## src/rtl/reservation_station_if.sv

```systemverilog
// Dispatch, wakeup and issue signal bundle of the reservation station.
// master: Rename/FU side. slave: the reservation station itself.
interface reservation_station_if #(
  parameter int PAYLOAD_W = 32
);
  logic                 dispatch_valid;
  logic                 dispatch_ready;
  logic [5:0]           dispatch_rd;
  logic [5:0]           dispatch_rs1;
  logic [5:0]           dispatch_rs2;
  logic                 dispatch_rs1_ready;
  logic                 dispatch_rs2_ready;
  logic [31:0]          dispatch_rs1_value;
  logic [31:0]          dispatch_rs2_value;
  logic [PAYLOAD_W-1:0] dispatch_payload;

  logic                 wakeup_active;
  logic [5:0]           wakeup_tag;
  logic [31:0]          wakeup_value;

  logic                 issue_valid;
  logic                 issue_ready;
  logic [5:0]           issue_rd;
  logic [31:0]          issue_rs1_value;
  logic [31:0]          issue_rs2_value;
  logic [PAYLOAD_W-1:0] issue_payload;

  modport master (
    output dispatch_valid,
    input  dispatch_ready,
    output dispatch_rd,
    output dispatch_rs1,
    output dispatch_rs2,
    output dispatch_rs1_ready,
    output dispatch_rs2_ready,
    output dispatch_rs1_value,
    output dispatch_rs2_value,
    output dispatch_payload,
    output wakeup_active,
    output wakeup_tag,
    output wakeup_value,
    input  issue_valid,
    output issue_ready,
    input  issue_rd,
    input  issue_rs1_value,
    input  issue_rs2_value,
    input  issue_payload
  );

  modport slave (
    input  dispatch_valid,
    output dispatch_ready,
    input  dispatch_rd,
    input  dispatch_rs1,
    input  dispatch_rs2,
    input  dispatch_rs1_ready,
    input  dispatch_rs2_ready,
    input  dispatch_rs1_value,
    input  dispatch_rs2_value,
    input  dispatch_payload,
    input  wakeup_active,
    input  wakeup_tag,
    input  wakeup_value,
    output issue_valid,
    input  issue_ready,
    output issue_rd,
    output issue_rs1_value,
    output issue_rs2_value,
    output issue_payload
  );
endinterface

```

## src/rtl/reservation_station.sv

```systemverilog
// Reservation station: tag-matching wakeup, lowest-index issue select.
// Ports: clk, reset_n (async low), flush, rs (slave bundle), occupancy.
module reservation_station #(
  parameter int NUM_ENTRIES = 8,
  parameter int PAYLOAD_W   = 32
) (
  input  logic clk,
  input  logic reset_n,
  input  logic flush,
  reservation_station_if.slave rs,
  output logic [$clog2(NUM_ENTRIES+1)-1:0] occupancy
);
  localparam int IDX_W = $clog2(NUM_ENTRIES);
  localparam int CNT_W = $clog2(NUM_ENTRIES+1);

  typedef struct packed {
    logic                 valid;
    logic [5:0]           rd;
    logic [5:0]           t1;
    logic [5:0]           t2;
    logic                 r1;
    logic                 r2;
    logic [31:0]          v1;
    logic [31:0]          v2;
    logic [PAYLOAD_W-1:0] pl;
  } ent_t;

  ent_t ent_q [NUM_ENTRIES];
  ent_t ent_d [NUM_ENTRIES];
  ent_t new_ent;

  logic [CNT_W-1:0] occ_q, occ_d;
  logic [IDX_W-1:0] iss_idx, free_idx;
  logic iss_hit;
  logic disp_fire, iss_fire, wk_en;
  logic m1, m2;

  assign wk_en = rs.wakeup_active
               && (rs.wakeup_tag != 6'd0);

  assign rs.dispatch_ready =
    (occ_q < CNT_W'(NUM_ENTRIES));
  assign disp_fire = rs.dispatch_valid
                   && rs.dispatch_ready;
  assign iss_fire = iss_hit && rs.issue_ready;
  assign occupancy = occ_q;

  // Descending scans leave the lowest matching index.
  always_comb begin
    iss_hit  = 1'b0;
    iss_idx  = '0;
    free_idx = '0;
    for (int i = NUM_ENTRIES-1; i >= 0; i--) begin
      if (ent_q[i].valid && ent_q[i].r1
          && ent_q[i].r2) begin
        iss_hit = 1'b1;
        iss_idx = IDX_W'(i);
      end
      if (!ent_q[i].valid)
        free_idx = IDX_W'(i);
    end
  end

  assign rs.issue_valid = iss_hit;
  assign rs.issue_rd =
    iss_hit ? ent_q[iss_idx].rd : '0;
  assign rs.issue_rs1_value =
    iss_hit ? ent_q[iss_idx].v1 : '0;
  assign rs.issue_rs2_value =
    iss_hit ? ent_q[iss_idx].v2 : '0;
  assign rs.issue_payload =
    iss_hit ? ent_q[iss_idx].pl : '0;

  // An operand broadcast in the dispatch cycle is captured on entry.
  always_comb begin
    m1 = wk_en && (rs.dispatch_rs1 == rs.wakeup_tag);
    m2 = wk_en && (rs.dispatch_rs2 == rs.wakeup_tag);
    new_ent.valid = 1'b1;
    new_ent.rd = rs.dispatch_rd;
    new_ent.t1 = rs.dispatch_rs1;
    new_ent.t2 = rs.dispatch_rs2;
    new_ent.r1 = rs.dispatch_rs1_ready || m1;
    new_ent.r2 = rs.dispatch_rs2_ready || m2;
    new_ent.v1 = rs.dispatch_rs1_ready
               ? rs.dispatch_rs1_value
               : (m1 ? rs.wakeup_value : '0);
    new_ent.v2 = rs.dispatch_rs2_ready
               ? rs.dispatch_rs2_value
               : (m2 ? rs.wakeup_value : '0);
    new_ent.pl = rs.dispatch_payload;
  end

  // free_idx is always an invalid slot, so never the issuing one.
  always_comb begin
    for (int i = 0; i < NUM_ENTRIES; i++) begin
      ent_d[i] = ent_q[i];
      if (wk_en && ent_q[i].valid) begin
        if (!ent_q[i].r1
            && ent_q[i].t1 == rs.wakeup_tag) begin
          ent_d[i].r1 = 1'b1;
          ent_d[i].v1 = rs.wakeup_value;
        end
        if (!ent_q[i].r2
            && ent_q[i].t2 == rs.wakeup_tag) begin
          ent_d[i].r2 = 1'b1;
          ent_d[i].v2 = rs.wakeup_value;
        end
      end
    end
    if (iss_fire)
      ent_d[iss_idx].valid = 1'b0;
    if (disp_fire)
      ent_d[free_idx] = new_ent;
    if (flush)
      for (int i = 0; i < NUM_ENTRIES; i++)
        ent_d[i].valid = 1'b0;
  end

  always_comb begin
    occ_d = occ_q;
    unique case ({disp_fire, iss_fire})
      2'b10:   occ_d = occ_q + CNT_W'(1);
      2'b01:   occ_d = occ_q - CNT_W'(1);
      default: occ_d = occ_q;
    endcase
    if (flush)
      occ_d = '0;
  end

  always_ff @(posedge clk or negedge reset_n) begin
    if (!reset_n) begin
      occ_q <= '0;
      for (int i = 0; i < NUM_ENTRIES; i++)
        ent_q[i] <= '0;
    end else begin
      occ_q <= occ_d;
      for (int i = 0; i < NUM_ENTRIES; i++)
        ent_q[i] <= ent_d[i];
    end
  end
endmodule

```

## src/flat_wrapper.sv

```systemverilog
// flat-port wrapper written by rule: the top's interface ports become plain ports
module reservation_station_flat 
#(
  parameter int NUM_ENTRIES = 8,
  parameter int PAYLOAD_W   = 32
)
  (clk, reset_n, flush, occupancy, rs_dispatch_valid, rs_dispatch_ready, rs_dispatch_rd, rs_dispatch_rs1, rs_dispatch_rs2, rs_dispatch_rs1_ready, rs_dispatch_rs2_ready, rs_dispatch_rs1_value, rs_dispatch_rs2_value, rs_dispatch_payload, rs_wakeup_active, rs_wakeup_tag, rs_wakeup_value, rs_issue_valid, rs_issue_ready, rs_issue_rd, rs_issue_rs1_value, rs_issue_rs2_value, rs_issue_payload);
  reservation_station_if #(.PAYLOAD_W(PAYLOAD_W)) rs_i ();
  input  logic clk;
  input  logic reset_n;
  input  logic flush;
  output logic [$clog2(NUM_ENTRIES+1)-1:0] occupancy;
  input wire logic [$bits(rs_i.dispatch_valid)-1:0] rs_dispatch_valid;
  output wire logic [$bits(rs_i.dispatch_ready)-1:0] rs_dispatch_ready;
  input wire logic [$bits(rs_i.dispatch_rd)-1:0] rs_dispatch_rd;
  input wire logic [$bits(rs_i.dispatch_rs1)-1:0] rs_dispatch_rs1;
  input wire logic [$bits(rs_i.dispatch_rs2)-1:0] rs_dispatch_rs2;
  input wire logic [$bits(rs_i.dispatch_rs1_ready)-1:0] rs_dispatch_rs1_ready;
  input wire logic [$bits(rs_i.dispatch_rs2_ready)-1:0] rs_dispatch_rs2_ready;
  input wire logic [$bits(rs_i.dispatch_rs1_value)-1:0] rs_dispatch_rs1_value;
  input wire logic [$bits(rs_i.dispatch_rs2_value)-1:0] rs_dispatch_rs2_value;
  input wire logic [$bits(rs_i.dispatch_payload)-1:0] rs_dispatch_payload;
  input wire logic [$bits(rs_i.wakeup_active)-1:0] rs_wakeup_active;
  input wire logic [$bits(rs_i.wakeup_tag)-1:0] rs_wakeup_tag;
  input wire logic [$bits(rs_i.wakeup_value)-1:0] rs_wakeup_value;
  output wire logic [$bits(rs_i.issue_valid)-1:0] rs_issue_valid;
  input wire logic [$bits(rs_i.issue_ready)-1:0] rs_issue_ready;
  output wire logic [$bits(rs_i.issue_rd)-1:0] rs_issue_rd;
  output wire logic [$bits(rs_i.issue_rs1_value)-1:0] rs_issue_rs1_value;
  output wire logic [$bits(rs_i.issue_rs2_value)-1:0] rs_issue_rs2_value;
  output wire logic [$bits(rs_i.issue_payload)-1:0] rs_issue_payload;
  assign rs_i.dispatch_valid = rs_dispatch_valid;
  assign rs_dispatch_ready = rs_i.dispatch_ready;
  assign rs_i.dispatch_rd = rs_dispatch_rd;
  assign rs_i.dispatch_rs1 = rs_dispatch_rs1;
  assign rs_i.dispatch_rs2 = rs_dispatch_rs2;
  assign rs_i.dispatch_rs1_ready = rs_dispatch_rs1_ready;
  assign rs_i.dispatch_rs2_ready = rs_dispatch_rs2_ready;
  assign rs_i.dispatch_rs1_value = rs_dispatch_rs1_value;
  assign rs_i.dispatch_rs2_value = rs_dispatch_rs2_value;
  assign rs_i.dispatch_payload = rs_dispatch_payload;
  assign rs_i.wakeup_active = rs_wakeup_active;
  assign rs_i.wakeup_tag = rs_wakeup_tag;
  assign rs_i.wakeup_value = rs_wakeup_value;
  assign rs_issue_valid = rs_i.issue_valid;
  assign rs_i.issue_ready = rs_issue_ready;
  assign rs_issue_rd = rs_i.issue_rd;
  assign rs_issue_rs1_value = rs_i.issue_rs1_value;
  assign rs_issue_rs2_value = rs_i.issue_rs2_value;
  assign rs_issue_payload = rs_i.issue_payload;
  reservation_station #(.NUM_ENTRIES(NUM_ENTRIES), .PAYLOAD_W(PAYLOAD_W)) u_core (.clk(clk), .reset_n(reset_n), .flush(flush), .rs(rs_i), .occupancy(occupancy));
endmodule
```

## config.mk

```make
export PLATFORM = sky130hd
export DESIGN_NAME = reservation_station_flat
export DESIGN_NICKNAME = d
export VERILOG_FILES = /design/src/rtl/reservation_station_if.sv /design/src/rtl/reservation_station.sv /design/src/flat_wrapper.sv
export SDC_FILE = /design/constraint.sdc
export NUM_CORES = 2
export LEC_CHECK = 0
export BUFFER_PORTS_ARGS = -buffer_cell sky130_fd_sc_hd__buf_4
export CAP_MARGIN = 30
export CORE_AREA = 5 5 334 336
export DETAILED_ROUTE_END_ITERATION = 8
export DIE_AREA = 0 0 339 341
export GPL_ROUTABILITY_DRIVEN = 0
export HOLD_SLACK_MARGIN = 0.03
export SYNTH_ARGS = -nofsm -noshare
export SYNTH_HDL_FRONTEND = slang
export SYNTH_SLANG_ARGS = --single-unit
```

## constraint.sdc

```tcl
create_clock -name clk -period 4.7 [get_ports clk]
set_clock_uncertainty 0.2 [all_clocks]
set_input_delay 0.705 -clock clk [delete_from_list [all_inputs] [get_ports clk]]
set_output_delay 0.705 -clock clk [all_outputs]
set_load 0.01 [all_outputs]
```

==> summary.txt <==
Final layout
  • Final Instance Area: 54700 sq um
  • Fraction of layout instances using a drive strength above 1: 0.2444
  • Final Net Count: 4540
  • Layout fillers: 9816
  • Area Overhead vs Synth: 13.59%
  • Post-layout util: 0.5053
  • FF+latch area: 23520 sq um
  • Multi-input logic area: 22800 sq um

STA
  • Min cycle time layout: 4595 ps
  • Fin Setup TNS: 0 ps
  • Slew headroom: 0.3493
  • RSZ-0062 raised after global routing: no
  • Final setup fails: 0
  • Final period utilization: 0.9776
  • Hold Vio Cnt, Final: 0
  • Fmax: 217.6 MHz
  • Hold WS: 97.36 ps
  • Final Max Slew Viols: 0
  • Least-Margin Pin Slew: 976.1 ps

Floorplan
  • Core area: 108200 sq um
  • Die H: 341 microns
  • Initial Utilization: 0.4449
  • Die width: 339 microns
  • Row count: 121
  • Die Area: 115600 sq um
  • I/O pin count: 268

Placement
  • DP HPWL: 88.46 mm
  • Port Buffers: 267
  • Placed cell area: 51200 sq um

Global routing
  • Vias in the first global route: 36650
  • First-pass GRT wire length: 235.2 mm
  • Initial antenna violation count: 15
  • Grt ovf: 0
  • Global Route Usage Sum: 0.2596
  • Pin count of the biggest net entering global routing: 162

Power and ir drop
  • Power per cell area: 373.3 nW/um^2
  • P_leak: 24.38 nW
  • Peak VDD IR: 286.2 uV

Clock network
  • TritonCTS clock tree: yes
  • Worst-skew pair later-pin latency: 700 ps
  • Clk slew on worst S/H paths: 70 ps
  • Post-CTS setup buffers: 0
  • CTS Buf Count: 105
  • CTS H-Tree Depth: 3
  • Clock Path Buffers: 3
  • Root Buffer: clkbuf_16
  • CTS Sinks: 940

Setup path
  • Crit path required time: 3800 ps
  • RR Endpoint: u_core.occupancy[3]$_DFFE_PN0P_
  • CP startpoint kind: flip-flop
  • CP max FO: 42
  • Reg2reg start: u_core.ent_q[584]$_DFF_PN0_
  • R2R Setup Slk: 880 ps
  • Crit end category: primary output
  • Worst Path Arrival: 3690 ps
  • Crit Path Category: reg2out
  • Worst reg2reg path depth: 10

Synthesis
  • Post-synthesis sequential area ratio: 0.4885
  • Avg Cell Area, Syn: 11.07 sq um
  • Post-synthesis cell count: 4352
  • Main synth FF type: dfrtp_1
  • Synthesized cell area: 48160 sq um
  • Number of synthesized flops with an enable pin: 0
  • Number of synthesis warnings: 0
  • Net Count, Synth: 4514
  • Yosys cell types: 52
  • Asr flop ratio synth: 1.000
  • FF+latch count, synth: 940

Routing
  • Via count: 35540
  • Pre-Repair DR Iteration Count: 6
  • Vias per cell: 6.041
  • Detailed Route WL: 153.7 mm
  • Routed len/inst: 26.13 microns
  • First DRT Iteration DRCs: 2869
  • ANT nets after route: 0
  • Post-route DRC: 0

Worst hold path
  • Worst Hold Depth: 2
  • Hold Crit Start: flush
  • Min-Delay Path Class: in2reg
  • WHS Endpoint: u_core.occupancy[3]$_DFFE_PN0P_

Flow run
  • Max_cap viols: 0

Status
  • Run status: finished clean
## cell usage in the layout, fill, tap and decap left out, drive strengths merged, types with 6 or more instances in the layout
cell,count
dfrtp,940
mux2i,711
nand2,477
mux2,464
buf,358
o22ai,306
o21ai,206
o221ai,204
clkbuf,166
nor2,163
a21oi,139
xor2,82
and2,69
xnor2,27
nand3,18
nor4,16
clkinv,13
nand4,12
nor3,12
diode,9
a31oi,9
inv,9
and3,7
nor2b,6
## worst max-delay path by stage
| stage | from | endpoint | cells after the start |
|---|---|---|---|
| floorplan | u_core.ent_q[701]$_DFF_PN0_ | rs_issue_rs1_value[0] | 9 |
| global placement | u_core.ent_q[584]$_DFF_PN0_ | u_core.occupancy[3]$_DFFE_PN0P_ | 10 |
| detailed placement | u_core.ent_q[584]$_DFF_PN0_ | u_core.occupancy[3]$_DFFE_PN0P_ | 10 |
| CTS | u_core.ent_q[584]$_DFF_PN0_ | rs_issue_rs1_value[3] | 8 |
| global route | u_core.ent_q[584]$_DFF_PN0_ | rs_issue_rs1_value[8] | 8 |
| finish | u_core.ent_q[584]$_DFF_PN0_ | rs_issue_rs1_value[8] | 8 |
## synth_stat cells, types with 33 or more instances
cell	count	share of area
a21oi_1	139	0.014
and2_4	57	0.010
buf_1	69	0.0054
buf_2	87	0.0090
buf_4	33	0.0051
clkbuf_1	229	0.018
dfrtp_1	940	0.49
mux2_2	464	0.11
mux2i_1	711	0.15
nand2_1	466	0.036
nor2_1	155	0.012
o21ai_0	96	0.010
o21ai_1	110	0.011
o221ai_1	204	0.037
o22ai_1	306	0.040
xor2_1	82	0.015
## metrics by stage
stage | cells | power (mW) | worst slack [ps]
floorplan | 4352 | 11.20 | 1801
global placement | 5682 | 12.26 | 769.5
detailed placement | 5683 | 12.33 | 677.0
CTS | 5872 | 20.57 | 15.29
global route | 5876 | 21.25 | 30.74
finish | 5882 | 20.42 | 105.3
## registers in the layout, indices dropped and copies added, names as in the netlist
| signal | cells |
|---|---|
| u_core.occupancy | 4 |
| u_core.ent_q | 936 |
## metal layers
| metal | vias to the layer above | global-route usage | wire length (microns) |
|---|---|---|---|
| li1 | 15930 | - | - |
| met1 | 18150 | 0.3603 | 67900 |
| met2 | 1222 | 0.4188 | 71420 |
| met3 | 231 | 0.05004 | 10300 |
| met4 | 6 | 0.07072 | 4046 |
| met5 | - | 0 | 37 |
## cells by family after synthesis
kind of cell,synth area share
AOI/OAI and AO/OA,0.1188
xor gates and xnor gates,0.01982
adders and majority gates,0.0005195
buffers and inverters,0.04295
DFF,0.4885
muxes,0.2563
and+or+nand+nor,0.07319
## report_power, final
group	internal [mW]	switching, mW	leakage [nW]
sequential	8.89	0.470	12.7
combinational	1.30	1.55	10.0
clock	4.79	3.43	1.67
## worst max-delay path: stages (launching register included)
cell	delay, ps
dfrtp_1	510
nand3_2	290
and2_4	400
a31oi_4	260
buf_12	300
buf_4	400
o221ai_1	180
o22ai_1	400
buf_4	210
## layout make-up
type,count,share of cell area
sequential,940,0.4300
multi-input combinational,2965,0.4167
clock buffer,166,0.05810
timing repair buffer,359,0.05723
tap,1414,0.03234
clock inverter,22,0.004666
inverter,7,0.0004804
antenna,9,0.0004117
## repair_timing
item                                   4_1_cts  5_1_grt
resized for setup                            1        4
hold buffers                                 1        0
setup endpoints to repair                    1        7
pin swaps                                    0        1
gates cloned                                 0        1
endpoints found under the hold margin       53        0
Power figures use the tool's default switching activity.
